===== config.mk =====
export PLATFORM = sky130hd
export DESIGN_NAME = tile_obi_addr_demux
export DESIGN_NICKNAME = d
export VERILOG_FILES = /design/src/rtl/tile_obi_addr_demux_pkg.sv /design/src/rtl/tile_obi_addr_demux_if.sv /design/src/rtl/tile_obi_err_sbr.sv /design/src/rtl/tile_obi_addr_demux.sv
export SDC_FILE = /design/constraint.sdc
export NUM_CORES = 1
export LEC_CHECK = 0
export ABC_AREA = 1
export CAP_MARGIN = 25
export CORE_AREA = 5 5 196 198
export DETAILED_ROUTE_END_ITERATION = 8
export DIE_AREA = 0 0 201 203
export GPL_TIMING_DRIVEN = 1
export SYNTH_ARGS = -nofsm -noshare
export SYNTH_HDL_FRONTEND = slang
export SYNTH_SLANG_ARGS = --single-unit
export TNS_END_PERCENT = 100

===== constraint.sdc =====
create_clock -name clk_i -period 8.3 [get_ports clk_i]
set_input_delay 1.66 -clock clk_i [delete_from_list [all_inputs] [get_ports clk_i]]
set_output_delay 1.66 -clock clk_i [all_outputs]
set_load 0.01 [all_outputs]

===== src/rtl/tile_obi_addr_demux_pkg.sv =====
// tile_obi_addr_demux_pkg: shared tile types and constants for the OBI address demux.
// Contents: address rule record {idx, start_addr, end_addr}, in-flight target
// kind, error-response data word and the default tile address map (L1, L2).
package tile_obi_addr_demux_pkg;

    localparam int unsigned RULE_ADDR_W = 32;

    typedef struct packed {
        logic [31:0]            idx;
        logic [RULE_ADDR_W-1:0] start_addr;
        logic [RULE_ADDR_W-1:0] end_addr;
    } rule_t;

    typedef enum logic {
        TGT_SBR = 1'b0,
        TGT_ERR = 1'b1
    } tgt_kind_e;

    localparam logic [31:0] ERR_DATA = 32'hBADCAB1E;

    localparam rule_t L1_RULE = '{idx: 32'd0, start_addr: 32'h1000_0000, end_addr: 32'h2000_0000};
    localparam rule_t L2_RULE = '{idx: 32'd1, start_addr: 32'h2000_0000, end_addr: 32'h3000_0000};

    // Element [0] is the lowest-numbered (highest priority) rule.
    localparam rule_t [1:0] DEFAULT_MAP = {L2_RULE, L1_RULE};

endpackage


===== src/rtl/tile_obi_addr_demux_if.sv =====
// tile_obi_addr_demux_if: one OBI channel (address phase + response phase).
// master modport drives req/addr/we/be/wdata/aid and receives gnt/rvalid/rdata/err/rid;
// slave modport is the mirror image.
interface tile_obi_addr_demux_if #(
    parameter int unsigned ADDR_W = 32,
    parameter int unsigned DATA_W = 32,
    parameter int unsigned ID_W   = 1
);
    logic                req;
    logic                gnt;
    logic [ADDR_W-1:0]   addr;
    logic                we;
    logic [DATA_W/8-1:0] be;
    logic [DATA_W-1:0]   wdata;
    logic [ID_W-1:0]     aid;
    logic                rvalid;
    logic [DATA_W-1:0]   rdata;
    logic                err;
    logic [ID_W-1:0]     rid;

    modport master (output req, addr, we, be, wdata, aid, input gnt, rvalid, rdata, err, rid);
    modport slave  (input req, addr, we, be, wdata, aid, output gnt, rvalid, rdata, err, rid);
endinterface


===== src/rtl/tile_obi_err_sbr.sv =====
// tile_obi_err_sbr: internal subordinate that answers every decode-error access.
// Ports: clk_i, rst_ni (async active-low), bus (OBI slave). Grants in the request
// cycle and responds one cycle later with err=1, rdata=ERR_DATA and the captured aid.
module tile_obi_err_sbr
    import tile_obi_addr_demux_pkg::*;
#(
    parameter int unsigned DEPTH  = 4,
    parameter int unsigned DATA_W = 32,
    parameter int unsigned ID_W   = 1
) (
    input logic clk_i,
    input logic rst_ni,
    tile_obi_addr_demux_if.slave bus
);
    localparam int unsigned PTR_W = DEPTH > 1 ? $clog2(DEPTH) : 1;
    localparam int unsigned CNT_W = $clog2(DEPTH + 1);

    logic [ID_W-1:0]  fifo [DEPTH];
    logic [PTR_W-1:0] wr_ptr, rd_ptr;
    logic [CNT_W-1:0] cnt;
    logic             push, pop;

    // A queued entry is always answered in the very next cycle, so the FIFO
    // drains as fast as it can fill and the one-cycle latency is preserved.
    assign pop        = cnt != '0;
    assign bus.gnt    = (cnt < CNT_W'(DEPTH)) || pop;
    assign push       = bus.req && bus.gnt;
    assign bus.rvalid = pop;
    assign bus.err    = pop;
    assign bus.rdata  = DATA_W'(ERR_DATA);
    assign bus.rid    = fifo[rd_ptr];

    always_ff @(posedge clk_i) begin
        if (push) fifo[wr_ptr] <= bus.aid;
    end

    always_ff @(posedge clk_i or negedge rst_ni) begin
        if (!rst_ni) begin
            wr_ptr <= '0;
            rd_ptr <= '0;
            cnt    <= '0;
        end else begin
            if (push) wr_ptr <= wr_ptr == PTR_W'(DEPTH - 1) ? '0 : wr_ptr + 1'b1;
            if (pop)  rd_ptr <= rd_ptr == PTR_W'(DEPTH - 1) ? '0 : rd_ptr + 1'b1;
            cnt <= cnt + CNT_W'(push) - CNT_W'(pop);
        end
    end

endmodule


===== src/rtl/tile_obi_addr_demux.sv =====
// tile_obi_addr_demux: routes one OBI manager to N_SBR subordinates by address rule.
// Ports: clk_i, rst_ni (async active-low), addr_map_i (rules {idx,start,end}),
// mgr_* (manager address and response phase), sbr_* (per-subordinate arrays).
// Unmapped addresses go to an internal error responder. Outstanding requests may
// only target one destination at a time, which keeps responses in issue order.
module tile_obi_addr_demux
    import tile_obi_addr_demux_pkg::*;
#(
    parameter int unsigned N_SBR       = 2,
    parameter int unsigned N_ADDR_RULE = 2,
    parameter int unsigned N_MAX_TRAN  = 4,
    parameter int unsigned ADDR_W      = 32,
    parameter int unsigned DATA_W      = 32,
    parameter int unsigned ID_W        = 1
) (
    input  logic                                     clk_i,
    input  logic                                     rst_ni,
    input  logic [N_ADDR_RULE-1:0][32+2*ADDR_W-1:0]  addr_map_i,
    input  logic                                     mgr_req_i,
    output logic                                     mgr_gnt_o,
    input  logic [ADDR_W-1:0]                        mgr_addr_i,
    input  logic                                     mgr_we_i,
    input  logic [DATA_W/8-1:0]                      mgr_be_i,
    input  logic [DATA_W-1:0]                        mgr_wdata_i,
    input  logic [ID_W-1:0]                          mgr_aid_i,
    output logic                                     mgr_rvalid_o,
    output logic [DATA_W-1:0]                        mgr_rdata_o,
    output logic                                     mgr_err_o,
    output logic [ID_W-1:0]                          mgr_rid_o,
    output logic [N_SBR-1:0]                         sbr_req_o,
    input  logic [N_SBR-1:0]                         sbr_gnt_i,
    output logic [N_SBR-1:0][ADDR_W-1:0]             sbr_addr_o,
    output logic [N_SBR-1:0]                         sbr_we_o,
    output logic [N_SBR-1:0][DATA_W/8-1:0]           sbr_be_o,
    output logic [N_SBR-1:0][DATA_W-1:0]             sbr_wdata_o,
    output logic [N_SBR-1:0][ID_W-1:0]               sbr_aid_o,
    input  logic [N_SBR-1:0]                         sbr_rvalid_i,
    input  logic [N_SBR-1:0][DATA_W-1:0]             sbr_rdata_i,
    input  logic [N_SBR-1:0]                         sbr_err_i,
    input  logic [N_SBR-1:0][ID_W-1:0]               sbr_rid_i
);
    localparam int unsigned SEL_W = N_SBR > 1 ? $clog2(N_SBR) : 1;
    localparam int unsigned CNT_W = $clog2(N_MAX_TRAN + 1);

    logic             found, dec_err, same_tgt, issue_ok, req_ok, hs, tgt_rvalid;
    logic [31:0]      rule_idx;
    logic [SEL_W-1:0] dec_sel, infl_sel;
    tgt_kind_e        dec_kind, infl_kind;
    logic [CNT_W-1:0] out_cnt;

    tile_obi_addr_demux_if #(.ADDR_W(ADDR_W), .DATA_W(DATA_W), .ID_W(ID_W)) err_bus ();

    // Scanning upward and latching the first hit gives lowest-rule priority.
    always_comb begin
        found    = 1'b0;
        rule_idx = '0;
        for (int r = 0; r < N_ADDR_RULE; r++) begin
            if (!found && mgr_addr_i >= addr_map_i[r][2*ADDR_W-1:ADDR_W]
                       && mgr_addr_i <  addr_map_i[r][ADDR_W-1:0]) begin
                found    = 1'b1;
                rule_idx = addr_map_i[r][32+2*ADDR_W-1:2*ADDR_W];
            end
        end
    end

    assign dec_err  = !found || rule_idx >= 32'(N_SBR);
    assign dec_sel  = rule_idx[SEL_W-1:0];
    assign dec_kind = dec_err ? TGT_ERR : TGT_SBR;
    assign same_tgt = dec_kind == infl_kind && (dec_err || dec_sel == infl_sel);
    assign issue_ok = rst_ni && out_cnt < CNT_W'(N_MAX_TRAN) && (out_cnt == '0 || same_tgt);
    assign req_ok   = mgr_req_i && issue_ok;

    always_comb begin
        sbr_req_o   = '0;
        sbr_addr_o  = '0;
        sbr_we_o    = '0;
        sbr_be_o    = '0;
        sbr_wdata_o = '0;
        sbr_aid_o   = '0;
        for (int i = 0; i < N_SBR; i++) begin
            if (req_ok && !dec_err && dec_sel == SEL_W'(i)) begin
                sbr_req_o[i]   = 1'b1;
                sbr_addr_o[i]  = mgr_addr_i;
                sbr_we_o[i]    = mgr_we_i;
                sbr_be_o[i]    = mgr_be_i;
                sbr_wdata_o[i] = mgr_wdata_i;
                sbr_aid_o[i]   = mgr_aid_i;
            end
        end
    end

    assign err_bus.req   = req_ok && dec_err;
    assign err_bus.addr  = mgr_addr_i;
    assign err_bus.we    = mgr_we_i;
    assign err_bus.be    = mgr_be_i;
    assign err_bus.wdata = mgr_wdata_i;
    assign err_bus.aid   = mgr_aid_i;

    tile_obi_err_sbr #(.DEPTH(N_MAX_TRAN), .DATA_W(DATA_W), .ID_W(ID_W)) u_err (
        .clk_i  (clk_i),
        .rst_ni (rst_ni),
        .bus    (err_bus)
    );

    assign mgr_gnt_o = req_ok && (dec_err ? err_bus.gnt : sbr_gnt_i[dec_sel]);
    assign hs        = mgr_req_i && mgr_gnt_o;

    // Responses are accepted only from the in-flight target and only while
    // something is outstanding, so stray or post-reset responses are dropped.
    assign tgt_rvalid   = infl_kind == TGT_ERR ? err_bus.rvalid : sbr_rvalid_i[infl_sel];
    assign mgr_rvalid_o = rst_ni && out_cnt != '0 && tgt_rvalid;
    assign mgr_err_o    = mgr_rvalid_o && (infl_kind == TGT_ERR ? err_bus.err : sbr_err_i[infl_sel]);
    assign mgr_rdata_o  = !rst_ni ? '0 : infl_kind == TGT_ERR ? err_bus.rdata : sbr_rdata_i[infl_sel];
    assign mgr_rid_o    = !rst_ni ? '0 : infl_kind == TGT_ERR ? err_bus.rid : sbr_rid_i[infl_sel];

    always_ff @(posedge clk_i or negedge rst_ni) begin
        if (!rst_ni) begin
            out_cnt   <= '0;
            infl_kind <= TGT_SBR;
            infl_sel  <= '0;
        end else begin
            if (hs) begin
                infl_kind <= dec_kind;
                infl_sel  <= dec_sel;
            end
            if (hs && !mgr_rvalid_o)      out_cnt <= out_cnt + 1'b1;
            else if (!hs && mgr_rvalid_o) out_cnt <= out_cnt - 1'b1;
        end
    end

endmodule

==> results_dict.tcl <==
set metrics [dict create \
    yosys-top-cells-area "ha_1 28%, inv_1 15%, nor2_1 14%, nand2_1 9.8%, a21oi_1 8.1%" \
    drc 0 \
    synth_top_cell_area_share_pct 27.9 \
    critPathArrivalTime_ns 5.96 \
    path_max_fanout 51 \
    clockBufferDepth 2 \
    final.min_clock_period_ns 7.62 \
    crit_type "input pin to output port" \
    layout-drive-gt1-share_pct 2.16 \
    fin_nets 1999 \
    rrSetupSlack_ns 5.52 \
    grt_overflow_total 0 \
    grt_pass1_wl_um 47500 \
    synth_cells 1027 \
    yosysTopAreaCell "ha_1" \
    core_region_area_um2 36300 \
    place_congestion 0.822 \
    postRouteAntennaNets 0 \
    grt_max_degree 52 \
    wl_um 32100 \
    switchingPower_uw 470 \
    synth_cell_types 45 \
    clock-sinks 16 \
    r2r_cells 10 \
    maxCapViolations 0 \
    drt-initial-drc-count 286 \
    synthFlopType "dfrtp_1" \
    seq_power_share_pct 15.6 \
    synth_most_common_cell "inv_1" \
    clk_pin_slew_worst_paths_ns 0.05 \
    dieArea_um2 40800 \
    antenna_found_initial 2 \
    syn-mean-instance-area_um2 5.84 \
    cts_root_buffer "clkbuf_16" \
    p_leak_uw 0.00579 \
    cts_inserted_buffers 3 \
    worstMarginPinSlew_ns 0.950 \
    rsz0062_at_grt "no" \
    pwr-share-clk_pct 9.2 \
    viasPerCell 4.09 \
    holdWs_ns 0.543 \
    grt_pass1_vias 8522 \
    cts_setup_buffers 0 \
    num_vias 8149 \
    status "complete, no violations" \
    fillers 3917 \
    min_from "infl_sel$_DFFE_PN0P_" \
    postCtsResizedCells 0 \
    wl_per_cell_um 16.1 \
    setup_viol 0 \
    synth_edf_count 4 \
    synth_seq_cells 16 \
    swShare_pct 45.1 \
    synth_async_sr_flop_share_pct 75.0 \
    die-width_um 201 \
    p_per_area_nw_per_um2 89.4 \
    syn-cell-area_um2 6000 \
    ys_seq_area_share_pct 7.01 \
    worstReg2RegStart "infl_kind$_DFFE_PN0P_" \
    syn_to_final_growth_pct 94.4 \
    rows 70 \
    place.detailed.hpwl_um 28600 \
    io_pins 515 \
    maxSlewHeadroom_pct 36.7 \
    worstPathRequired_ns 6.64 \
    clock_latency_ns 0.25 \
    finalSetupTns_ns 0 \
    synthTopCellsByCount "243 x inv_1, 217 x nor2_1, 156 x nand2_1, 134 x ha_1, 97 x a21oi_1" \
    htreeDepth 1 \
    fmax_ghz 0.131 \
    dr.pass1.iters 5 \
    fin_skew_ns 0.00359 \
    end_kind "output port" \
    io_buffers 514 \
    hold_buffers 0 \
    yosys_warnings 0 \
    hold_path_end "infl_sel$_DFFE_PN0P_" \
    worstReg2RegEnd "out_cnt[2]$_DFFE_PN0P_" \
    cp-start-kind "input pin" \
    track_usage_pct 14.6 \
    cts_tree "built" \
    power.internal_uw 572 \
    hold_path_depth 2 \
    min_period_over_period_pct 91.8 \
    min_path_type "flop to flop" \
    start_util_pct 16.5 \
    die_h_um 203 \
    slew_violations 0 \
    hold_viol 0 \
    irDropWorstVdd_mv 0.0849 \
    comb_power_share_pct 75.2 \
    syn_nets 1500 \
]
[flip-flops by register name, indices dropped and copies added (netlist names)]
register,flops
infl_sel,1
out_cnt,3
u_err.rd_ptr,2
infl_kind,1
u_err.fifo,4
u_err.wr_ptr,2
u_err.cnt,3
[routing by layer]
layer | track usage [%] | share of wire (%)
met1 | 16.8 | 41
met2 | 28.3 | 52
met3 | 2.94 | 6.4
met4 | 2.19 | 1.1
met5 | 0 | 0.040
[final cells by class]
cell class | instances | area (µm²) | share of cell area [%]
timing repair buffer | 523 | 5210 | 44.7
multi-input combinational | 734 | 4440 | 38.0
inverter | 248 | 931 | 7.98
tap | 468 | 586 | 5.02
sequential | 16 | 420 | 3.60
clock buffer | 3 | 75.1 | 0.644
clock inverter | 1 | 3.75 | 0.0322
antenna | 1 | 2.50 | 0.0215
[worst max-delay path by stage]
stage	start	endpoint	slack, ns	cells after the start
global route	mgr_addr_i[1]	sbr_wdata_o[57]	0.31	23
global placement	mgr_addr_i[1]	sbr_wdata_o[44]	0.61	23
floorplan	addr_map_i[31]	sbr_addr_o[22]	2.80	19
finish	mgr_addr_i[25]	sbr_wdata_o[49]	0.68	19
CTS	mgr_addr_i[1]	sbr_wdata_o[38]	0.53	23
detailed placement	mgr_addr_i[1]	sbr_wdata_o[38]	0.55	23
[cells in the final DEF, fill, tap and decap left out, types with 2 or more instances in the layout]
cell and instances:
clkdlybuf4s50_1 514, inv_1 243, nor2_1 217, nand2_1 156, ha_1 134, a21oi_1 97
o21ai_0 34, nand3_1 17, dfrtp_1 12, o21ai_1 9, nor4_1 9, buf_4 9
nand4_1 8, nor3_1 6, inv_2 4, o21a_1 4, or2_2 4, o41ai_1 4
edfxtp_1 4, or3_1 3, and3_1 3, nand2_2 3, xnor2_1 3, clkbuf_16 3
clkinv_1 2, a21o_1 2, nand4_4 2, fa_1 2
[worst max-delay path, stage by stage]
cell and delay [ns]:
clkdlybuf4s50_1 0.60, ha_1 0.30, a21oi_1 0.17, o21ai_1 0.09, a21oi_1 0.24, a21boi_1 0.29
nand2_1 0.10, nor2_2 0.38, nand2_1 0.18, nand2_1 0.25, nand2_1 0.08, nand2_1 0.07
nor2_1 0.05, nand2_2 0.13, nand3_4 0.13, nand4_4 0.11, buf_4 0.47, nor2_1 0.10
clkdlybuf4s50_1 0.52
[through the flow]
stage | cells | utilization (%) | instance area [µm²] | power [µW] | setup WS [ns]
5_1_grt | 1994 | 32.1 | 11700 | 1150 | 0.309
2_1_floorplan | 1027 | - | 6000 | 549 | 2.80
4_1_cts | 1993 | 32.1 | 11700 | 1060 | 0.529
3_5_place_dp | 1989 | 31.9 | 11600 | 957 | 0.551
6_report | 1994 | 32.1 | 11700 | 1040 | 0.677
3_3_place_gp | 1989 | 31.9 | 11600 | 935 | 0.609
[power by group through the flow]
stage          clock (µW)  combinational, µW  sequential, µW
2_1_floorplan           0                415             134
6_report             96.4                784             162
3_3_place_gp            0                773             161
5_1_grt               101                880             167
4_1_cts              97.4                797             162
3_5_place_dp            0                794             163
[logic make-up after synthesis]
logic type / count (synthesis) / share of synthesized area [%]
muxes: 1 / 0.188
adders and majority gates: 136 / 28.6
DFF: 16 / 7.01
xor gates and xnor gates: 4 / 0.584
AOI/OAI and AO/OA: 158 / 14.0
buffers and inverters: 277 / 19.1
and+or+nand+nor: 435 / 30.5
No activity file was read; power rests on OpenSTA's default activity.
